**config.mk**
```make
export PLATFORM = sky130hd
export DESIGN_NAME = serial_add_sub_flat
export DESIGN_NICKNAME = d
export VERILOG_FILES = /design/src/rtl/serial_add_sub_pkg.sv /design/src/rtl/serial_add_sub_if.sv /design/src/rtl/add_sub_slice.sv /design/src/rtl/serial_add_sub.sv /design/src/flat_wrapper.sv
export SDC_FILE = /design/constraint.sdc
export NUM_CORES = 1
export LEC_CHECK = 0
export ABC_CLOCK_PERIOD_IN_PS = 1400
export CAP_MARGIN = 10
export CORE_ASPECT_RATIO = 0.8
export CORE_MARGIN = 3
export CORE_UTILIZATION = 40
export DETAILED_ROUTE_END_ITERATION = 7
export PLACE_DENSITY = 0.66
export SLEW_MARGIN = 20
export SYNTH_ARGS = -nofsm -noshare
export SYNTH_HDL_FRONTEND = slang
export SYNTH_SLANG_ARGS = --single-unit
```
**constraint.sdc**
```tcl
create_clock -name clk -period 1.4 [get_ports clk]
set_input_delay 0.21 -clock clk [delete_from_list [all_inputs] [get_ports clk]]
set_output_delay 0.21 -clock clk [all_outputs]
set_load 0.005 [all_outputs]
```
**src/rtl/serial_add_sub_pkg.sv**
```systemverilog
// Shared types and constants for the serial adder/subtractor.
package serial_add_sub_pkg;

  localparam logic OP_ADD = 1'b0;
  localparam logic OP_SUB = 1'b1;

  typedef enum logic {
    S_IDLE = 1'b0,
    S_RUN  = 1'b1
  } state_e;

  // Legal when the width is at least 2 and the slice width divides it evenly.
  function automatic bit params_legal(input int unsigned width, input int unsigned step);
    return (width >= 2) && (step >= 1) && (step <= width) && ((width % step) == 0);
  endfunction

endpackage

```
**src/rtl/serial_add_sub_if.sv**
```systemverilog
// Operand/result bundle between a requester and the serial adder/subtractor.
interface serial_add_sub_if #(
  parameter int unsigned WIDTH = 8
) ();

  logic             start;
  logic             sel;
  logic [WIDTH-1:0] a;
  logic [WIDTH-1:0] b;
  logic             cin;
  logic             busy;
  logic             done;
  logic [WIDTH-1:0] s;
  logic             cout;
  logic             ovf;
  logic             zero;

  modport master (
    output start, sel, a, b, cin,
    input  busy, done, s, cout, ovf, zero
  );

  modport slave (
    input  start, sel, a, b, cin,
    output busy, done, s, cout, ovf, zero
  );

endinterface

```
**src/rtl/add_sub_slice.sv**
```systemverilog
// Combinational STEP-bit ripple add/subtract slice; B is inverted per bit when sel=1.
module add_sub_slice #(
  parameter int unsigned STEP = 1
) (
  input  logic [STEP-1:0] a,
  input  logic [STEP-1:0] b,
  input  logic            sel,
  input  logic            cin,
  output logic [STEP-1:0] s,
  output logic            cout,
  output logic            c_msb
);

  logic [STEP:0] c;
  logic          bx;

  always_comb begin
    c    = '0;
    s    = '0;
    bx   = 1'b0;
    c[0] = cin;
    for (int i = 0; i < int'(STEP); i++) begin
      bx     = b[i] ^ sel;
      s[i]   = a[i] ^ bx ^ c[i];
      c[i+1] = (a[i] & bx) | (a[i] & c[i]) | (bx & c[i]);
    end
  end

  assign cout  = c[STEP];
  assign c_msb = c[STEP-1];

endmodule

```
**src/rtl/serial_add_sub.sv**
```systemverilog
// Multi-cycle WIDTH-bit adder/subtractor reusing one STEP-bit slice, LSB chunk first.
module serial_add_sub
  import serial_add_sub_pkg::*;
#(
  parameter int unsigned WIDTH = 8,
  parameter int unsigned STEP  = 1
) (
  input logic            clk,
  input logic            rst,
  serial_add_sub_if.slave bus
);

  localparam int unsigned N     = WIDTH / STEP;
  localparam int unsigned CNT_W = (N > 1) ? $clog2(N) : 1;

  if (!params_legal(WIDTH, STEP)) begin : g_param_check
    $error("serial_add_sub: illegal WIDTH=%0d / STEP=%0d", WIDTH, STEP);
  end

  state_e             state_q, state_d;
  logic [WIDTH-1:0]   a_sh_q, a_sh_d;
  logic [WIDTH-1:0]   b_sh_q, b_sh_d;
  logic [WIDTH-1:0]   r_sh_q, r_sh_d;
  logic               sel_q, sel_d;
  logic               carry_q, carry_d;
  logic [CNT_W-1:0]   cnt_q, cnt_d;
  logic               busy_q, busy_d;
  logic               done_q, done_d;
  logic [WIDTH-1:0]   s_q, s_d;
  logic               cout_q, cout_d;
  logic               ovf_q, ovf_d;
  logic               zero_q, zero_d;

  logic [STEP-1:0]    sl_s;
  logic               sl_cout;
  logic               sl_cmsb;
  logic [WIDTH-1:0]   r_next;

  add_sub_slice #(.STEP(STEP)) u_slice (
    .a     (a_sh_q[STEP-1:0]),
    .b     (b_sh_q[STEP-1:0]),
    .sel   (sel_q),
    .cin   (carry_q),
    .s     (sl_s),
    .cout  (sl_cout),
    .c_msb (sl_cmsb)
  );

  // New chunk enters from the MSB side so the last chunk lands in the top bits.
  assign r_next = (r_sh_q >> STEP) | (WIDTH'(sl_s) << (WIDTH - STEP));

  always_comb begin
    state_d = state_q;
    a_sh_d  = a_sh_q;
    b_sh_d  = b_sh_q;
    r_sh_d  = r_sh_q;
    sel_d   = sel_q;
    carry_d = carry_q;
    cnt_d   = cnt_q;
    busy_d  = busy_q;
    done_d  = 1'b0;
    s_d     = s_q;
    cout_d  = cout_q;
    ovf_d   = ovf_q;
    zero_d  = zero_q;
    case (state_q)
      S_IDLE: begin
        if (bus.start) begin
          a_sh_d  = bus.a;
          b_sh_d  = bus.b;
          sel_d   = bus.sel;
          carry_d = bus.cin ^ bus.sel;
          cnt_d   = '0;
          busy_d  = 1'b1;
          state_d = S_RUN;
        end
      end
      S_RUN: begin
        a_sh_d  = a_sh_q >> STEP;
        b_sh_d  = b_sh_q >> STEP;
        r_sh_d  = r_next;
        carry_d = sl_cout;
        cnt_d   = cnt_q + CNT_W'(1);
        if (cnt_q == CNT_W'(N - 1)) begin
          s_d     = r_next;
          cout_d  = sl_cout;
          ovf_d   = sl_cout ^ sl_cmsb;
          zero_d  = (r_next == '0);
          busy_d  = 1'b0;
          done_d  = 1'b1;
          state_d = S_IDLE;
        end
      end
      default: state_d = S_IDLE;
    endcase
  end

  always_ff @(posedge clk or posedge rst) begin
    if (rst) begin
      state_q <= S_IDLE;
      a_sh_q  <= '0;
      b_sh_q  <= '0;
      r_sh_q  <= '0;
      sel_q   <= 1'b0;
      carry_q <= 1'b0;
      cnt_q   <= '0;
      busy_q  <= 1'b0;
      done_q  <= 1'b0;
      s_q     <= '0;
      cout_q  <= 1'b0;
      ovf_q   <= 1'b0;
      zero_q  <= 1'b0;
    end else begin
      state_q <= state_d;
      a_sh_q  <= a_sh_d;
      b_sh_q  <= b_sh_d;
      r_sh_q  <= r_sh_d;
      sel_q   <= sel_d;
      carry_q <= carry_d;
      cnt_q   <= cnt_d;
      busy_q  <= busy_d;
      done_q  <= done_d;
      s_q     <= s_d;
      cout_q  <= cout_d;
      ovf_q   <= ovf_d;
      zero_q  <= zero_d;
    end
  end

  assign bus.busy = busy_q;
  assign bus.done = done_q;
  assign bus.s    = s_q;
  assign bus.cout = cout_q;
  assign bus.ovf  = ovf_q;
  assign bus.zero = zero_q;

endmodule

```
**src/flat_wrapper.sv**
```systemverilog
// flat-port wrapper written by rule: the top's interface ports become plain ports
module serial_add_sub_flat import serial_add_sub_pkg::*;
#(
  parameter int unsigned WIDTH = 8,
  parameter int unsigned STEP  = 1
)
  (clk, rst, bus_start, bus_sel, bus_a, bus_b, bus_cin, bus_busy, bus_done, bus_s, bus_cout, bus_ovf, bus_zero);
  serial_add_sub_if #(.WIDTH(WIDTH)) bus_i ();
  input logic clk;
  input logic rst;
  input wire logic [$bits(bus_i.start)-1:0] bus_start;
  input wire logic [$bits(bus_i.sel)-1:0] bus_sel;
  input wire logic [$bits(bus_i.a)-1:0] bus_a;
  input wire logic [$bits(bus_i.b)-1:0] bus_b;
  input wire logic [$bits(bus_i.cin)-1:0] bus_cin;
  output wire logic [$bits(bus_i.busy)-1:0] bus_busy;
  output wire logic [$bits(bus_i.done)-1:0] bus_done;
  output wire logic [$bits(bus_i.s)-1:0] bus_s;
  output wire logic [$bits(bus_i.cout)-1:0] bus_cout;
  output wire logic [$bits(bus_i.ovf)-1:0] bus_ovf;
  output wire logic [$bits(bus_i.zero)-1:0] bus_zero;
  assign bus_i.start = bus_start;
  assign bus_i.sel = bus_sel;
  assign bus_i.a = bus_a;
  assign bus_i.b = bus_b;
  assign bus_i.cin = bus_cin;
  assign bus_busy = bus_i.busy;
  assign bus_done = bus_i.done;
  assign bus_s = bus_i.s;
  assign bus_cout = bus_i.cout;
  assign bus_ovf = bus_i.ovf;
  assign bus_zero = bus_i.zero;
  serial_add_sub #(.WIDTH(WIDTH), .STEP(STEP)) u_core (.clk(clk), .rst(rst), .bus(bus_i));
endmodule
```
# [Word level (Yosys, flattened, before mapping)]
# Cells that the tools add are included.
[op_classes] addsub=1 n_eq_ne=3 muxes=16 n_reduce_logical=4 bitwise_logic=12
[op_table] operator="8-bit one-hot mux with 2 select lines" count=2
[op_table] operator="8-bit two-way mux" count=2
[op_table] operator="8-bit logical NOT" count=1
[op_table] operator="7-bit by 8-bit bitwise OR with 8-bit output" count=1
[op_table] operator="1-bit two-way mux" count=7
[op_table] operator="1-bit one-hot mux with 2 select lines" count=3
[op_table] operator="3-bit one-hot mux with 2 select lines" count=1
[op_table] operator="2-bit AND reduction" count=3
[op_table] operator="1-bit XOR" count=5
[op_table] operator="2-bit inequality test, second input constant" count=2
[op_table] operator="3-bit by 1-bit adder with 3-bit output, second input constant" count=1
[op_table] operator="1-bit bitwise AND" count=3
[op_table] operator="3-bit == test, second input constant" count=1
[op_table] operator="3-bit two-way mux" count=1
[op_table] operator="1-bit bitwise OR" count=2
[op_table] operator="1-bit NOT" count=1
[word_totals] out_inout_bits=13 ff_bits=43

# [Longest topological paths before layout]
[logic_depth] ltp_word=5 depth_mapped=6 ltp_nobuf=5

# [Modules after synthesis]
# A second synthesis with hierarchy kept.
[unflattened] hier_cells=148 area_unflattened_um2=1843.0
[by_module_without_submodules] mod="serial_add_sub" instances=1 area_per_inst_um2=1791.7 cells_per_inst=141
[by_module_without_submodules] mod="add_sub_slice" instances=1 area_per_inst_um2=51.3 cells_per_inst=7

# [Least setup slack after synthesis]
# No wires, ideal clock.
[synth_timing] path_kind="reg-to-reg" startpoint="reg u_core.b_sh_q[0]" endpoint="reg u_core.zero_q (netlist: u_core.bus.zero)" arrival_time_ns=1.398 setup_ns=0.083 required_ns=1.317 path_stages_with_launch=6 setup_slack_ns=-0.081 cell_sequence="dfrtp_1 > xnor2_1 > fa_1 > nor4b_1 > nand2_1 > o21ai_0"
[synth_via] elab_chain_len=5
[synth_lines] item="start: declaration" line_no="serial_add_sub.sv:22" source="logic [WIDTH-1:0] b_sh_q, b_sh_d;"
[synth_lines] item="start signal: assignment" line_no="serial_add_sub.sv:116" source="b_sh_q <= b_sh_d;"
[synth_lines] item="1-bit XOR" line_no="add_sub_slice.sv:23" source="bx = b[i] ^ sel;"
[synth_lines] item="1-bit XOR (2 in series)" line_no="add_sub_slice.sv:24" source="s[i] = a[i] ^ bx ^ c[i];"
[synth_lines] item="7-bit by 8-bit bitwise OR with 8-bit output" line_no="serial_add_sub.sv:50" source="assign r_next = (r_sh_q >> STEP) | (WIDTH'(sl_s) << (WIDTH - STEP));"
[synth_lines] item="8-bit logical NOT" line_no="serial_add_sub.sv:88" source="zero_d = (r_next == '0);"
[synth_lines] item="end signal: assignment" line_no="serial_add_sub.sv:126" source="zero_q <= zero_d;"
[synth_lines] item="end: declaration" line_no="serial_add_sub.sv:32" source="logic zero_q, zero_d;"
# No other way between the ends.
# A chain may end at the register's enable or synchronous reset.

# [Worst setup path after layout]
# Same ends and word-level chain as after synthesis.

==> metrics.log <==
[metrics] outcome: finished with violations
[metrics] violated checks: negative setup slack
[metrics] Post-synth top cells: sky130_fd_sc_hd__dfrtp_1 (42), sky130_fd_sc_hd__nand2_1 (21), sky130_fd_sc_hd__mux2i_1 (19)
[metrics] Avg Synthesized Cell Area: 12.3 um2
[metrics] initial antenna violation count: 0
[metrics] initial cell density of the core: 0.423
[metrics] power density over the cells: 2020 mW/mm2
[metrics] Max-cap violations: 0
[metrics] Core Util, Final: 0.564
[metrics] Layout Cell Area excl Fill: ~0.0024 mm2
[metrics] library cell occupying the most area in the post-synthesis netlist: sky130_fd_sc_hd__dfrtp_1
[metrics] count of different cell masters after synthesis: 22
[metrics] summed instance area of the synthesized netlist: 0.00181 mm2
[metrics] final number of hold-violating endpoints: 0
[metrics] flip-flop cell with the highest count after synthesis: sky130_fd_sc_hd__dfrtp_1
[metrics] drt drc: 0
[metrics] Die Wd: 81.2 um
[metrics] unrepaired setup endpoints after global routing: true
[metrics] number of cell rows: 21
[metrics] kind of path behind the tightest hold check: in2async
[metrics] least setup slack across all paths after layout: -175 ps
[metrics] Pleak: between 1 and 1.5 nW
[metrics] number of levels the H-tree was split into: 2
[metrics] met3 WL: 135 um
[metrics] Slew @ Worst Pin: between 200 and 250 ps
[metrics] GRT Residual Overflow: 0
[metrics] clock sink count: 42
[metrics] share of flip-flops with an asynchronous set or reset after synthesis: 1.00
[metrics] drt total wl: 3230 um
[metrics] clock slew seen by the registers of the worst setup and hold paths: ~70 ps
[metrics] number of primary I/O pins: 34
[metrics] count of nets after finishing: 220
[metrics] layout-stage area growth over the synthesis result: 33.4%
[metrics] floorplan die area: 0.00538 mm2
[metrics] kind of start point of the critical path: register
[metrics] total design power: just under 5 mW
[metrics] number of hold-repair buffers added at the cts stage: 0
[metrics] crit-path max FO: 3
[metrics] detailed placement HPWL: 2240 um
[metrics] sum of met2 wire segment lengths after detailed routing: 1590 um
[metrics] Max Fclk: 635 MHz
[metrics] wire length of the first global-routing pass: 5400 um
[metrics] number of slew-limit violations in the final report: 0
[metrics] Max transition margin: 0.848
[metrics] clk root buf: sky130_fd_sc_hd__clkbuf_8
[metrics] Core Box Area: 0.00428 mm2
[metrics] drt first-iter violations: 67
[metrics] number of filler instances in the final layout: roughly 370
[metrics] buffer depth of the longest clock path: 2
[metrics] Routed Antenna Nets: 0
[metrics] maximum number of pins on one net before global-route repair: 43
[metrics] vias in the first global route: 1223
[metrics] worst setup path category: reg2reg
[metrics] Required @ worst endpoint: 1620 ps
[metrics] maximum VDD drop: 735 uV
[metrics] total routing resource utilization after global routing: 0.135
[metrics] Pre-antenna DRT Iters: 4
[metrics] Arrival @ worst endpoint: 1800 ps
[metrics] Setup-failing EPs final: 1
[metrics] last weighted congestion value of the routability-driven placer: a little over 0.7
[metrics] Final Skew: 4.22 ps
[metrics] metal1 wirelength: 1430 um
[metrics] clock period minus worst slack: around 1600 ps
[metrics] clock network latency to the later pin of the worst-skew pair: between 200 and 300 ps
[metrics] routed len/inst: about 13 um
[metrics] gate count after technology mapping: 147
[metrics] flop and latch count out of synthesis: 42
[metrics] register area share after synthesis: 0.580
[metrics] cell area after placement: 0.00224 mm2
[metrics] top area cells in the synthesized netlist: sky130_fd_sc_hd__dfrtp_1 (58%), sky130_fd_sc_hd__mux2i_1 (10%), sky130_fd_sc_hd__mux2_2 (8.7%)
[metrics] DR vias/cell: 4.66
[metrics] I/O Buffers: 33
[metrics] share of the synthesized area in the top cell type: 0.580
[metrics] type of element capturing the critical path: register
[metrics] post-synth net total: 171
[metrics] Num CTS Buffers: 5
[metrics] height of the die: between 60 and 70 um
[metrics] antenna cell count: 0
[metrics] Yosys warning count: 0
[metrics] fraction of final layout cells sized beyond drive strength 1: 0.213
[metrics] number of flops mapped to enable cells by yosys: 0
[metrics] CTS tree: done
[metrics] highest routed metal layer: met4
[metrics] most frequently used cell type in the post-synthesis netlist: sky130_fd_sc_hd__dfrtp_1
[metrics] ratio of final minimum period to clock period: 1.13
[metrics] number of vias in the routed layout: 1183
## metrics by stage
stage | worst slack (ps) | std cells | setup TNS [ps] | hold slack [ps]
floorplan | -39.2 | 147 | -39.2 | 362
global placement | -90.6 | 240 | -101 | 461
detailed placement | -196 | 240 | -246 | 465
CTS | -171 | 249 | -181 | 268
global route | -276 | 254 | -390 | 290
finish | -175 | 254 | -175 | 268
## layout by cell type, fill, tap and decap left out
cell | Yosys | routed
sky130_fd_sc_hd__nand2_4 | 1 | 1
sky130_fd_sc_hd__o21ai_1 | 6 | 7
sky130_fd_sc_hd__clkbuf_1 | 0 | 1
sky130_fd_sc_hd__clkbuf_8 | 0 | 6
sky130_fd_sc_hd__dfrtp_1 | 42 | 42
sky130_fd_sc_hd__mux2i_1 | 19 | 19
sky130_fd_sc_hd__mux2_4 | 0 | 5
sky130_fd_sc_hd__nor4b_4 | 0 | 1
sky130_fd_sc_hd__nor2_1 | 6 | 6
sky130_fd_sc_hd__xor2_1 | 2 | 2
sky130_fd_sc_hd__clkdlybuf4s50_1 | 0 | 30
sky130_fd_sc_hd__fa_1 | 1 | 1
sky130_fd_sc_hd__xnor2_1 | 1 | 1
sky130_fd_sc_hd__ha_2 | 0 | 2
sky130_fd_sc_hd__nor2b_1 | 1 | 1
sky130_fd_sc_hd__mux2_2 | 14 | 9
sky130_fd_sc_hd__nand2_1 | 21 | 21
sky130_fd_sc_hd__nand2b_1 | 1 | 1
sky130_fd_sc_hd__o21ai_0 | 14 | 13
sky130_fd_sc_hd__clkinv_2 | 0 | 1
sky130_fd_sc_hd__dlymetal6s2s_1 | 0 | 3
sky130_fd_sc_hd__a22o_1 | 1 | 1
sky130_fd_sc_hd__buf_4 | 0 | 16
sky130_fd_sc_hd__nor4_1 | 1 | 1
sky130_fd_sc_hd__inv_1 | 5 | 5
sky130_fd_sc_hd__buf_12 | 1 | 1
## per-layer routing
metal / up-vias / global-route usage
met4: 0 / 0.0633
li1: 589 / -
met1: 569 / 0.166
met3: 5 / 0.0450
met2: 20 / 0.213
met5: - / 0
## report_power, final
group          internal, mW  total (mW)  leakage, nW  switching [mW]
registers              1.74        2.11        0.530           0.364
clock network         0.397       0.787       0.0482           0.390
logic                  1.21        1.98        0.586           0.770
## final timing paths
check / start / endpoint / cells after the start / slack, ps
setup / recovery: u_core.b_sh_q[0] / u_core.bus.zero / 5 / -180
hold / removal: rst / u_core.cnt_q[1] / 3 / 270
setup reg to reg: u_core.b_sh_q[0] / u_core.bus.zero / 5 / -180
hold reg to reg: u_core.b_sh_q[4] / u_core.b_sh_q[3] / 2 / 480
max in group asynchronous: rst / u_core.b_sh_q[1] / 3 / 930
min in group clk: u_core.b_sh_q[4] / u_core.b_sh_q[3] / 2 / 480
## critical path, stage by stage (launching register included)
cell and delay (ps):
sky130_fd_sc_hd__dfrtp_1 400, sky130_fd_sc_hd__xnor2_1 140, sky130_fd_sc_hd__fa_1 550, sky130_fd_sc_hd__nor4b_4 210, sky130_fd_sc_hd__nand2_1 90, sky130_fd_sc_hd__o21ai_1 130
## sequential cells by signal, indices dropped and copies added (netlist names)
name and count:
u_core.r_sh_q 7, u_core.bus.ovf 1, u_core.carry_q 1, u_core.cnt_q 3
u_core.a_sh_q 8, u_core.b_sh_q 8, u_core.bus.zero 1, u_core.bus.done 1
u_core.bus.s 8, u_core.bus.cout 1, u_core.bus.busy 1, u_core.state_q 1
u_core.sel_q 1
## area by class of cell
class / instances / area [um2] / share of cell area
clock buffers: 7 / 86.3 / 0.0357
flip-flops and latches: 42 / 1050 / 0.435
well taps: 57 / 71.3 / 0.0295
inverters: 5 / 18.8 / 0.00776
clock inverters: 1 / 5.00 / 0.00207
multi-input cells: 92 / 707 / 0.292
repair buffers: 50 / 478 / 0.198
## cell families after synthesis
group	after synthesis	synth area share
flip-flops	42	0.580
AND/OR/NAND/NOR	32	0.0774
multiplexers	33	0.192
adder cells (fa/ha/maj)	3	0.0249
XOR/XNOR	3	0.0145
AO/OA/AOI/OAI	21	0.0601
buffers and inverters	13	0.0511
## timing repair
action	4_1_cts	5_1_grt
setup buffers	1	5
resized for setup	2	10
endpoints found under the setup margin	8	14
(Power assumes the default switching activity.)
==> RTL edit (same settings) <==
Make the reset (`rst`) synchronous in one clocked block.
--- a/src/rtl/serial_add_sub.sv
+++ b/src/rtl/serial_add_sub.sv
@@ -97,3 +97,3 @@
 
-  always_ff @(posedge clk or posedge rst) begin
+  always_ff @(posedge clk) begin
     if (rst) begin
Check against the original RTL: differs if rst is asserted again (counterexample within 4 cycles, from zero or initial values and one cycle with rst high); with rst held inactive, the same outputs for 10 cycles.
==> RTL edit against the unedited design <==
- the run still ends with setup timing left
- sequential cell count is the same
- non-clock buffer count shrank 7
- synthesized cell count grew 24%
- worst hold slack gained 0.19 ns
- count of clock-buffer cells in the layout shrank 2
- area after synthesis grew 1.2%
- setup slack gained 0.055 ns
- wire length grew 7.0%
- first-iteration DRC count grew 13%
- design area shrank 1.3%
Power is not compared: it rests on default switching activity, and its combinational part moved more than twofold at a synthesized area within 25%.
==> RTL edit: results (changes against the unedited design) <==
- **number of inserted filler cells in the final layout** 405, was 374
- **Detailed Route WL** 3460 um, was 3230 um
- **portion of netlist area occupied by mux cells** 23.2%, was 19.2%
- **sequential-to-total area share from yosys stat** 45.9%, was 58.0%
- **violations in the final reports** setup timing, unchanged
- **outcome** complete, but fails checks, unchanged
- **largest cells by area after synthesis** sky130_fd_sc_hd__dfxtp_1 46%, sky130_fd_sc_hd__mux2i_1 13%, sky130_fd_sc_hd__mux2_4 8.2%, sky130_fd_sc_hd__nor2_1 6.1%, sky130_fd_sc_hd__a21oi_1 3.8%, was sky130_fd_sc_hd__dfrtp_1 58%, sky130_fd_sc_hd__mux2i_1 10%, sky130_fd_sc_hd__mux2_2 8.7%, sky130_fd_sc_hd__nand2_1 4.4%, sky130_fd_sc_hd__o21ai_0 3.9%
- **Netlist cell types** 28, was 22
- **signal buffers share of area** 18.4%, was 19.8%
- **post-layout net count** 242, was 220
- **utilization after layout** 55.4%, was 56.4%
- **half-perimeter wire length after placement** 2270 um, was 2240 um
- **critical path launch point** u_core.sel_q$_SDFFE_PP0P_, was u_core.b_sh_q[0]$_DFFE_PP0P_
- **proportion of layout cells with a drive suffix above 1** 21.0%, was 21.3%
- **worst-case setup margin in the final layout** -0.120 ns, was -0.175 ns
- **timing endpoint of the critical path** u_core.r_sh_q[7]$_SDFFE_PP0P_, was u_core.bus.zero$_DFFE_PP0P_
- **worst-margin pin slew** 0.328 ns, was 0.225 ns
- **Max stage delay cell, worst path** sky130_fd_sc_hd__fa_2, was sky130_fd_sc_hd__fa_1
- **total number of vias** 1,303, was 1,183
- **Finish-stage setup viols** 3, was 1
- **Register Area** 850 um^2, was 1050 um^2
- **sum of negative setup slack** -0.273 ns, was -0.175 ns
- **Min-Delay Path Class** register to register, was primary input to async pin
- **area fraction in compound gates after synthesis** 5.94%, was 6.01%
- **Gates resized, CTS repair** 4, was 2
- **wire length of the first global-routing pass** 5750 um, was 5400 um
- **GR met2 Demand/Resource** 20.0%, was 21.3%
- **final weighted congestion in routability-driven placement** 0.715, was 0.721
- **met2 wire length** 1500 um, was 1590 um
- **met1 Resource Use GR** 18.8%, was 16.6%
- **area share of fa/ha/maj cells after synthesis** 2.46%, was 2.49%
- **initial DRC count** 76, was 67
- **Repair and plain buffers** 43, was 50
- **fraction of met3 tracks used by global routing** 4.59%, was 4.50%
- **number of global-route vias before repair** 1,240, was 1,223
- **multi-input combinational cell count** 123, was 92
- **total track usage** 14.3%, was 13.5%
- **syn_nets** 206, was 171
## RTL edit: how the worst min path moves through the flow
stage                                  from                           end  slack (ns)  cells after the start
3_5_place_dp   u_core.bus.s[4]$_SDFFE_PP0P_  u_core.bus.s[4]$_SDFFE_PP0P_        0.45                      2
3_3_place_gp   u_core.bus.s[5]$_SDFFE_PP0P_  u_core.bus.s[5]$_SDFFE_PP0P_        0.45                      2
5_1_grt        u_core.bus.s[0]$_SDFFE_PP0P_  u_core.bus.s[0]$_SDFFE_PP0P_        0.48                      2
2_1_floorplan                       bus_sel     u_core.sel_q$_SDFFE_PP0P_        0.36                      2
6_report       u_core.bus.s[0]$_SDFFE_PP0P_  u_core.bus.s[0]$_SDFFE_PP0P_        0.46                      2
4_1_cts        u_core.bus.s[0]$_SDFFE_PP0P_  u_core.bus.s[0]$_SDFFE_PP0P_        0.46                      2
## RTL edit: kinds of logic (layout without fill, tap and decap cells)
kind of cell             after synthesis  count (layout)
AO/OA/AOI/OAI                         19              19
XOR/XNOR                               3               3
multiplexers                          37              37
adder cells (fa/ha/maj)                3               3
flip-flops                            42              42
buffers and inverters                 17              54
AND/OR/NAND/NOR                       61              61
## RTL edit: per-stage QoR
step | worst slack [ns] | power (mW) | std cells
after floorplan | 0.0263 | 1.52 | 182
after global placement | -0.122 | 1.63 | 267
after detailed placement | -0.147 | 1.64 | 267
after CTS | -0.109 | 2.59 | 275
after global routing | -0.202 | 2.70 | 276
final | -0.120 | 2.59 | 276
## RTL edit: power groups by stage
stage               registers [mW]  logic, mW  clock network, mW
finish                        1.27      0.369              0.947
global route                  1.28      0.404               1.02
CTS                           1.27      0.346              0.970
detailed placement            1.30      0.339                  0
global placement              1.30      0.338                  0
floorplan                     1.29      0.230                  0
